[config.mk]
export PLATFORM = sky130hd
export DESIGN_NAME = jts16_scr_rom_resp_flat
export DESIGN_NICKNAME = d
export VERILOG_FILES = /design/src/rtl/jts16_scr_rom_resp_pkg.sv /design/src/rtl/jts16_scr_rom_resp_if.sv /design/src/rtl/jts16_rom_tagbuf.sv /design/src/rtl/jts16_scr_rom_resp.sv /design/src/flat_wrapper.sv
export SDC_FILE = /design/constraint.sdc
export NUM_CORES = 1
export LEC_CHECK = 0
export ABC_CLOCK_PERIOD_IN_PS = 3400
export CORE_UTILIZATION = 35
export CTS_BUF_LIST = sky130_fd_sc_hd__clkbuf_16
export DETAILED_ROUTE_END_ITERATION = 16
export PLACE_DENSITY = 0.6
export SYNTH_ARGS = -nofsm -noshare
export SYNTH_HDL_FRONTEND = slang
export SYNTH_HIERARCHICAL = 1
export SYNTH_SLANG_ARGS = --single-unit
[constraint.sdc]
create_clock -name clk -period 3.4 [get_ports clk]
set_clock_uncertainty 0.1 [all_clocks]
set_input_delay 0.51 -clock clk [delete_from_list [all_inputs] [get_ports clk]]
set_output_delay 0.51 -clock clk [all_outputs]
set_load 0.02 [all_outputs]
[src/rtl/jts16_scr_rom_resp_pkg.sv]
// Shared S16 scroll ROM responder definitions: FSM encoding and client ids.
package jts16_scr_rom_resp_pkg;

    typedef enum logic [1:0] {
        ST_IDLE = 2'd0,
        ST_REQ  = 2'd1,
        ST_DATA = 2'd2
    } st_t;

    localparam logic ID_MAP = 1'b0;
    localparam logic ID_SCR = 1'b1;

    localparam int MAP_TW = 14;   // map_addr[15:2]
    localparam int SCR_TW = 16;   // scr_addr[17:2]

endpackage

[src/rtl/jts16_scr_rom_resp_if.sv]
// SDRAM bank slot bus: request/grant handshake plus read-data return.
interface jts16_scr_rom_resp_if #(
    parameter int AW = 22
);
    logic          req;
    logic [AW-1:0] addr;
    logic          gnt;
    logic          rdy;
    logic [31:0]   din;

    modport master (output req, output addr, input gnt, input rdy, input din);
    modport slave  (input req, input addr, output gnt, output rdy, output din);
endinterface

[src/rtl/jts16_rom_tagbuf.sv]
// One client's cached 32-bit word: tag, data and valid with a live hit compare.
module jts16_rom_tagbuf #(
    parameter int TW = 16
) (
    input  logic          rst,
    input  logic          clk,
    input  logic          wr,
    input  logic [TW-1:0] wr_tag,
    input  logic [31:0]   wr_data,
    input  logic [TW-1:0] rd_tag,
    output logic          hit,
    output logic [31:0]   data
);
    logic [TW-1:0] tag;
    logic [31:0]   dbuf;
    logic          vld;

    always_ff @(posedge clk, posedge rst) begin
        if (rst) begin
            tag  <= '0;
            dbuf <= '0;
            vld  <= 1'b0;
        end else if (wr) begin
            tag  <= wr_tag;
            dbuf <= wr_data;
            vld  <= 1'b1;
        end
    end

    // Combinational so the client sees ok drop the same cycle its address moves.
    assign hit  = vld && (tag == rd_tag);
    assign data = dbuf;
endmodule

[src/rtl/jts16_scr_rom_resp.sv]
// Scroll-layer memory responder: serves tile map and tile graphics reads over one slot.
module jts16_scr_rom_resp
    import jts16_scr_rom_resp_pkg::*;
#(
    parameter int            AW         = 22,
    parameter logic [AW-1:0] MAP_OFFSET = 22'h0,
    parameter logic [AW-1:0] SCR_OFFSET = 22'h4000
) (
    input  logic                   rst,
    input  logic                   clk,
    input  logic [15:1]            map_addr,
    output logic [15:0]            map_data,
    output logic                   map_ok,
    input  logic [17:2]            scr_addr,
    output logic [31:0]            scr_data,
    output logic                   scr_ok,
    jts16_scr_rom_resp_if.master   mem
);
    st_t         st;
    logic [15:0] req_tag;
    logic        req_id;
    logic        last_id;
    logic [31:0] map_buf;
    logic        map_pend, scr_pend, pick_map;
    logic        map_wr, scr_wr;
    logic [AW-1:0] map_maddr, scr_maddr;

    assign map_pend = !map_ok;
    assign scr_pend = !scr_ok;
    // Round-robin: map goes when alone or when scr was served last.
    assign pick_map = map_pend && (!scr_pend || last_id == ID_SCR);

    assign map_maddr = MAP_OFFSET + AW'(map_addr[15:2]);
    assign scr_maddr = SCR_OFFSET + AW'(scr_addr);

    assign map_wr = (st == ST_DATA) && mem.rdy && (req_id == ID_MAP);
    assign scr_wr = (st == ST_DATA) && mem.rdy && (req_id == ID_SCR);

    jts16_rom_tagbuf #(.TW(MAP_TW)) u_map (
        .rst     (rst),
        .clk     (clk),
        .wr      (map_wr),
        .wr_tag  (req_tag[MAP_TW-1:0]),
        .wr_data (mem.din),
        .rd_tag  (map_addr[15:2]),
        .hit     (map_ok),
        .data    (map_buf)
    );

    jts16_rom_tagbuf #(.TW(SCR_TW)) u_scr (
        .rst     (rst),
        .clk     (clk),
        .wr      (scr_wr),
        .wr_tag  (req_tag),
        .wr_data (mem.din),
        .rd_tag  (scr_addr),
        .hit     (scr_ok),
        .data    (scr_data)
    );

    assign map_data = map_addr[1] ? map_buf[31:16] : map_buf[15:0];

    // Requests are never aborted; data always lands under the tag latched at issue.
    always_ff @(posedge clk, posedge rst) begin
        if (rst) begin
            st       <= ST_IDLE;
            mem.req  <= 1'b0;
            mem.addr <= '0;
            req_tag  <= '0;
            req_id   <= ID_MAP;
            last_id  <= ID_SCR;
        end else begin
            case (st)
                ST_IDLE: if (map_pend || scr_pend) begin
                    mem.req  <= 1'b1;
                    mem.addr <= pick_map ? map_maddr : scr_maddr;
                    req_tag  <= pick_map ? {2'b00, map_addr[15:2]} : scr_addr;
                    req_id   <= pick_map ? ID_MAP : ID_SCR;
                    st       <= ST_REQ;
                end
                ST_REQ: if (mem.gnt) begin
                    mem.req <= 1'b0;
                    st      <= ST_DATA;
                end
                ST_DATA: if (mem.rdy) begin
                    last_id <= req_id;
                    st      <= ST_IDLE;
                end
                default: st <= ST_IDLE;
            endcase
        end
    end
endmodule

[src/flat_wrapper.sv]
// flat-port wrapper written by rule: the top's interface ports become plain ports
module jts16_scr_rom_resp_flat import jts16_scr_rom_resp_pkg::*;
#(
    parameter int            AW         = 22,
    parameter logic [AW-1:0] MAP_OFFSET = 22'h0,
    parameter logic [AW-1:0] SCR_OFFSET = 22'h4000
)
  (rst, clk, map_addr, map_data, map_ok, scr_addr, scr_data, scr_ok, mem_req, mem_addr, mem_gnt, mem_rdy, mem_din);
  jts16_scr_rom_resp_if #(.AW(AW)) mem_i ();
  input  logic rst;
  input  logic clk;
  input  logic [15:1] map_addr;
  output logic [15:0] map_data;
  output logic map_ok;
  input  logic [17:2] scr_addr;
  output logic [31:0] scr_data;
  output logic scr_ok;
  output wire logic [$bits(mem_i.req)-1:0] mem_req;
  output wire logic [$bits(mem_i.addr)-1:0] mem_addr;
  input wire logic [$bits(mem_i.gnt)-1:0] mem_gnt;
  input wire logic [$bits(mem_i.rdy)-1:0] mem_rdy;
  input wire logic [$bits(mem_i.din)-1:0] mem_din;
  assign mem_req = mem_i.req;
  assign mem_addr = mem_i.addr;
  assign mem_i.gnt = mem_gnt;
  assign mem_i.rdy = mem_rdy;
  assign mem_i.din = mem_din;
  jts16_scr_rom_resp #(.AW(AW), .MAP_OFFSET(MAP_OFFSET), .SCR_OFFSET(SCR_OFFSET)) u_core (.rst(rst), .clk(clk), .map_addr(map_addr), .map_data(map_data), .map_ok(map_ok), .scr_addr(scr_addr), .scr_data(scr_data), .scr_ok(scr_ok), .mem(mem_i));
endmodule
==> flow_metrics.py <==
metrics = {
    "layout": {
        "fillers": 1370,
        "area_growth_pct": 35.8,
        "final_cell_count_no_fill": 730,
        "fin_nets": 600,
        "post-route-util_pct": 48.6,
        "num_antenna_cells": 0,
        "drive_gt1_share_pct": 28.4,
    },
    "clock_network": {
        "clock-sinks": 120,
        "cts_tree": "done",
        "clk_pin_slew_ns": 0.05,
        "root_buffer": "clkbuf_16",
        "holdBufCountCts": 0,
        "clkLatencyLatePin_ns": 0.41,
        "cts_resized": 0,
        "htreeDepth": 4,
        "numCtsBuffers": 17,
        "postCtsSetupRepairBufs": 0,
        "clk_path_buf_depth": 2,
    },
    "route": {
        "wl_um": 13100,
        "dr_total_vias": 3536,
        "viasPerCell": 4.84,
        "wl_per_cell_um": 18.0,
        "drc": 0,
        "ant_nets": 0,
        "dr.first_iter.drc_count": 150,
        "drt_first_pass_iters": 6,
    },
    "synthesis": {
        "syn_area_per_cell_um2": 13.7,
        "synth_seq_cells": 120,
        "ys_seq_area_share_pct": 55.3,
        "netlist_area_um2": 5440,
        "synth_top_family_by_area": "multiplexers",
        "netlist_instances": 398,
        "yosys-mux-area-fraction_pct": 24.8,
        "yosysWarnings": 6,
        "synth_compound_area_share_pct": 4.90,
        "ys_async_sr_fraction_pct": 100,
        "synthSimpleGateAreaFrac_pct": 4.47,
        "synthAdderAreaFrac_pct": 0.230,
        "yosys_most_used_dff": "dfrtp_1",
        "ys_types": 34,
        "netlist.area_leader.share_pct": 54.8,
        "synth_edf_count": 0,
        "synth_common_cells": "dfrtp_1, mux2_2, a21oi_1",
        "synth.top_cells.by_area": "dfrtp_1, mux2_2, mux2_4",
        "yosys.area.top_type": "dfrtp_1",
        "yosysMostFrequentCell": "dfrtp_1",
        "synth_xor_area_share_pct": 4.83,
    },
    "floorplanning": {
        "io_pins": 140,
        "dieArea_um2": 16000,
        "fp.dieH_um": 127,
        "core_um2": 15200,
        "die_width_um": 127,
        "initial_core_util_pct": 35.8,
        "rows": 45,
    },
    "worst_setup_path": {
        "regToRegEndpoint": "u_core/req_tag[11]",
        "path_max_fanout": 2,
        "path_class": "in2out",
        "r2r-start": "u_core/u_scr/tag[8]",
        "r2r_setup_slack_ns": 0.91,
        "end_kind": "output port",
        "slowest_stage": "clkdlybuf4s50_1",
        "cpPeakStageDelay_ns": 0.66,
        "reg2regPathDepth": 9,
        "cp.required_ns": 2.79,
        "start_kind": "primary input",
        "critPathMostFrequentCell": "clkdlybuf4s50_1",
        "path_delay_family": "buffers and inverters",
        "critPathBufInv": 2,
        "crit_arrival_ns": 2.57,
        "crit_chain": "clkdlybuf4s50_1, xor2_1, nor4_1, nand4_1, nor4_2, clkdlybuf4s50_1",
    },
    "global_route": {
        "antenna_found_initial": 0,
        "overflow": 0,
        "grt_pass1_wl_um": 21300,
        "first_global_vias": 3875,
        "grt_max_degree": 50,
        "grt_usage_pct": 17.8,
    },
    "worst_hold_path": {
        "hold_class": "reg2reg",
        "holdCritStartpoint": "u_core/u_scr/vld",
        "hold_depth": 1,
        "hold_end": "u_core/u_scr/vld",
    },
    "power": {
        "power_density_nw_per_um2": 977,
        "leakagePower_nw": 3.13,
        "ir_drop_mv": 0.499,
    },
    "sta": {
        "worst_pin_slew_ns": 1.08,
        "setup_viol": 0,
        "hold_viol": 0,
        "rsz0062_at_grt": "no",
        "setup_slack_ns": 0.215,
        "slew_headroom_pct": 28.2,
        "drv_slew": 0,
        "finalSetupTns_ns": 0,
        "period_needed_ns": 3.18,
        "period_share_pct": 93.7,
        "holdWs_ns": 0.372,
        "max_freq_ghz": 0.314,
    },
    "place": {
        "io_buffer_count": 134,
        "gp_congestion": 0.768,
        "pre_cts_ws_ns": 0.237,
        "dp_hpwl_um": 8960,
        "dp.cells": 701,
    },
    "outcome": {
        "status": "finished, final reports clean",
    },
    "run": {
        "maxCapViolations": 0,
    },
}
-- area by class of cell --
type / instances / area (um^2) / share of cell area, %
clock buffers: 17 / 425 / 5.76
clock inverters: 12 / 72.6 / 0.983
multi-input cells: 241 / 2160 / 29.2
flip-flops and latches: 120 / 3000 / 40.7
inverters: 4 / 15.0 / 0.203
repair buffers: 148 / 1470 / 19.9
well taps: 188 / 235 / 3.19
-- registers in the layout (all words and copies together), names as in the netlist --
name / cells
u_core/u_map/tag: 14
u_core/u_scr/data: 32
u_core/u_map/vld: 1
u_core/req_tag: 16
u_core/last_id: 1
u_core/mem.req: 1
u_core/req_id: 1
u_core/u_scr/vld: 1
u_core/st: 2
u_core/mem.addr: 3
u_core/u_scr/tag: 16
u_core/u_map/data: 32
-- stage by stage --
step           total power [mW]  instance area, um^2
2_1_floorplan              4.55                 5450
5_1_grt                    7.63                 7380
3_5_place_dp               5.69                 6890
6_report                   7.21                 7380
4_1_cts                    7.30                 7380
3_3_place_gp               5.63                 6890
-- cells by family (layout without fill, tap and decap cells) --
family                   Yosys count  after routing
AND/OR/NAND/NOR                   51             51
adder cells (fa/ha/maj)            1              1
multiplexers                     110            110
AO/OA/AOI/OAI                     44             44
other                              1              5
buffers and inverters             41            181
flip-flops                       120            120
XOR/XNOR                          30             30
-- routing by layer --
metal  vias up  share of wire, %  track usage (%)
met5         -                 0                0
met4         0               1.8             7.02
met3        18               4.3             4.72
met2        85                49             28.8
met1      1804                45             22.8
li1       1629                 -                -
-- worst reg2reg max path: cells and delay by family (launching register included) --
kind	cells	cell delay (ns)
and+or+nand+nor	3	0.82
AOI/OAI and AO/OA	3	0.51
buffers and inverters	2	0.44
DFF	1	0.38
xor gates and xnor gates	1	0.16
-- how the worst max path moves through the flow --
stage	start	end	slack [ns]	depth (start not counted)
finish	scr_addr[10]	scr_ok	0.22	6
global route	scr_addr[10]	scr_ok	0.13	6
CTS	scr_addr[10]	scr_ok	0.24	6
detailed placement	scr_addr[10]	scr_ok	0.24	6
global placement	map_addr[6]	map_ok	0.29	5
floorplan	map_addr[14]	u_core/req_tag[0]	0.59	8
-- where the power goes --
| group | leakage [nW] | internal (mW) | total, mW | switching [mW] |
|---|---|---|---|---|
| combinational | 1.43 | 1.69 | 3.05 | 1.36 |
| clock | 0.254 | 0.960 | 1.56 | 0.601 |
| sequential | 1.45 | 2.14 | 2.60 | 0.464 |
| total | 3.13 | 4.79 | 7.21 | 2.43 |
-- cell usage in the layout (no fill, tap or decap), drive strengths merged, types with 6 or more instances in the layout --
cell	instances
clkdlybuf4s50	134
dfrtp	119
mux2	110
a21oi	30
xnor2	26
clkbuf	17
nand2	17
nor2	17
buf	14
clkinv	8
inv	7
nand4	6
No activity file was read; power rests on OpenSTA's default activity.
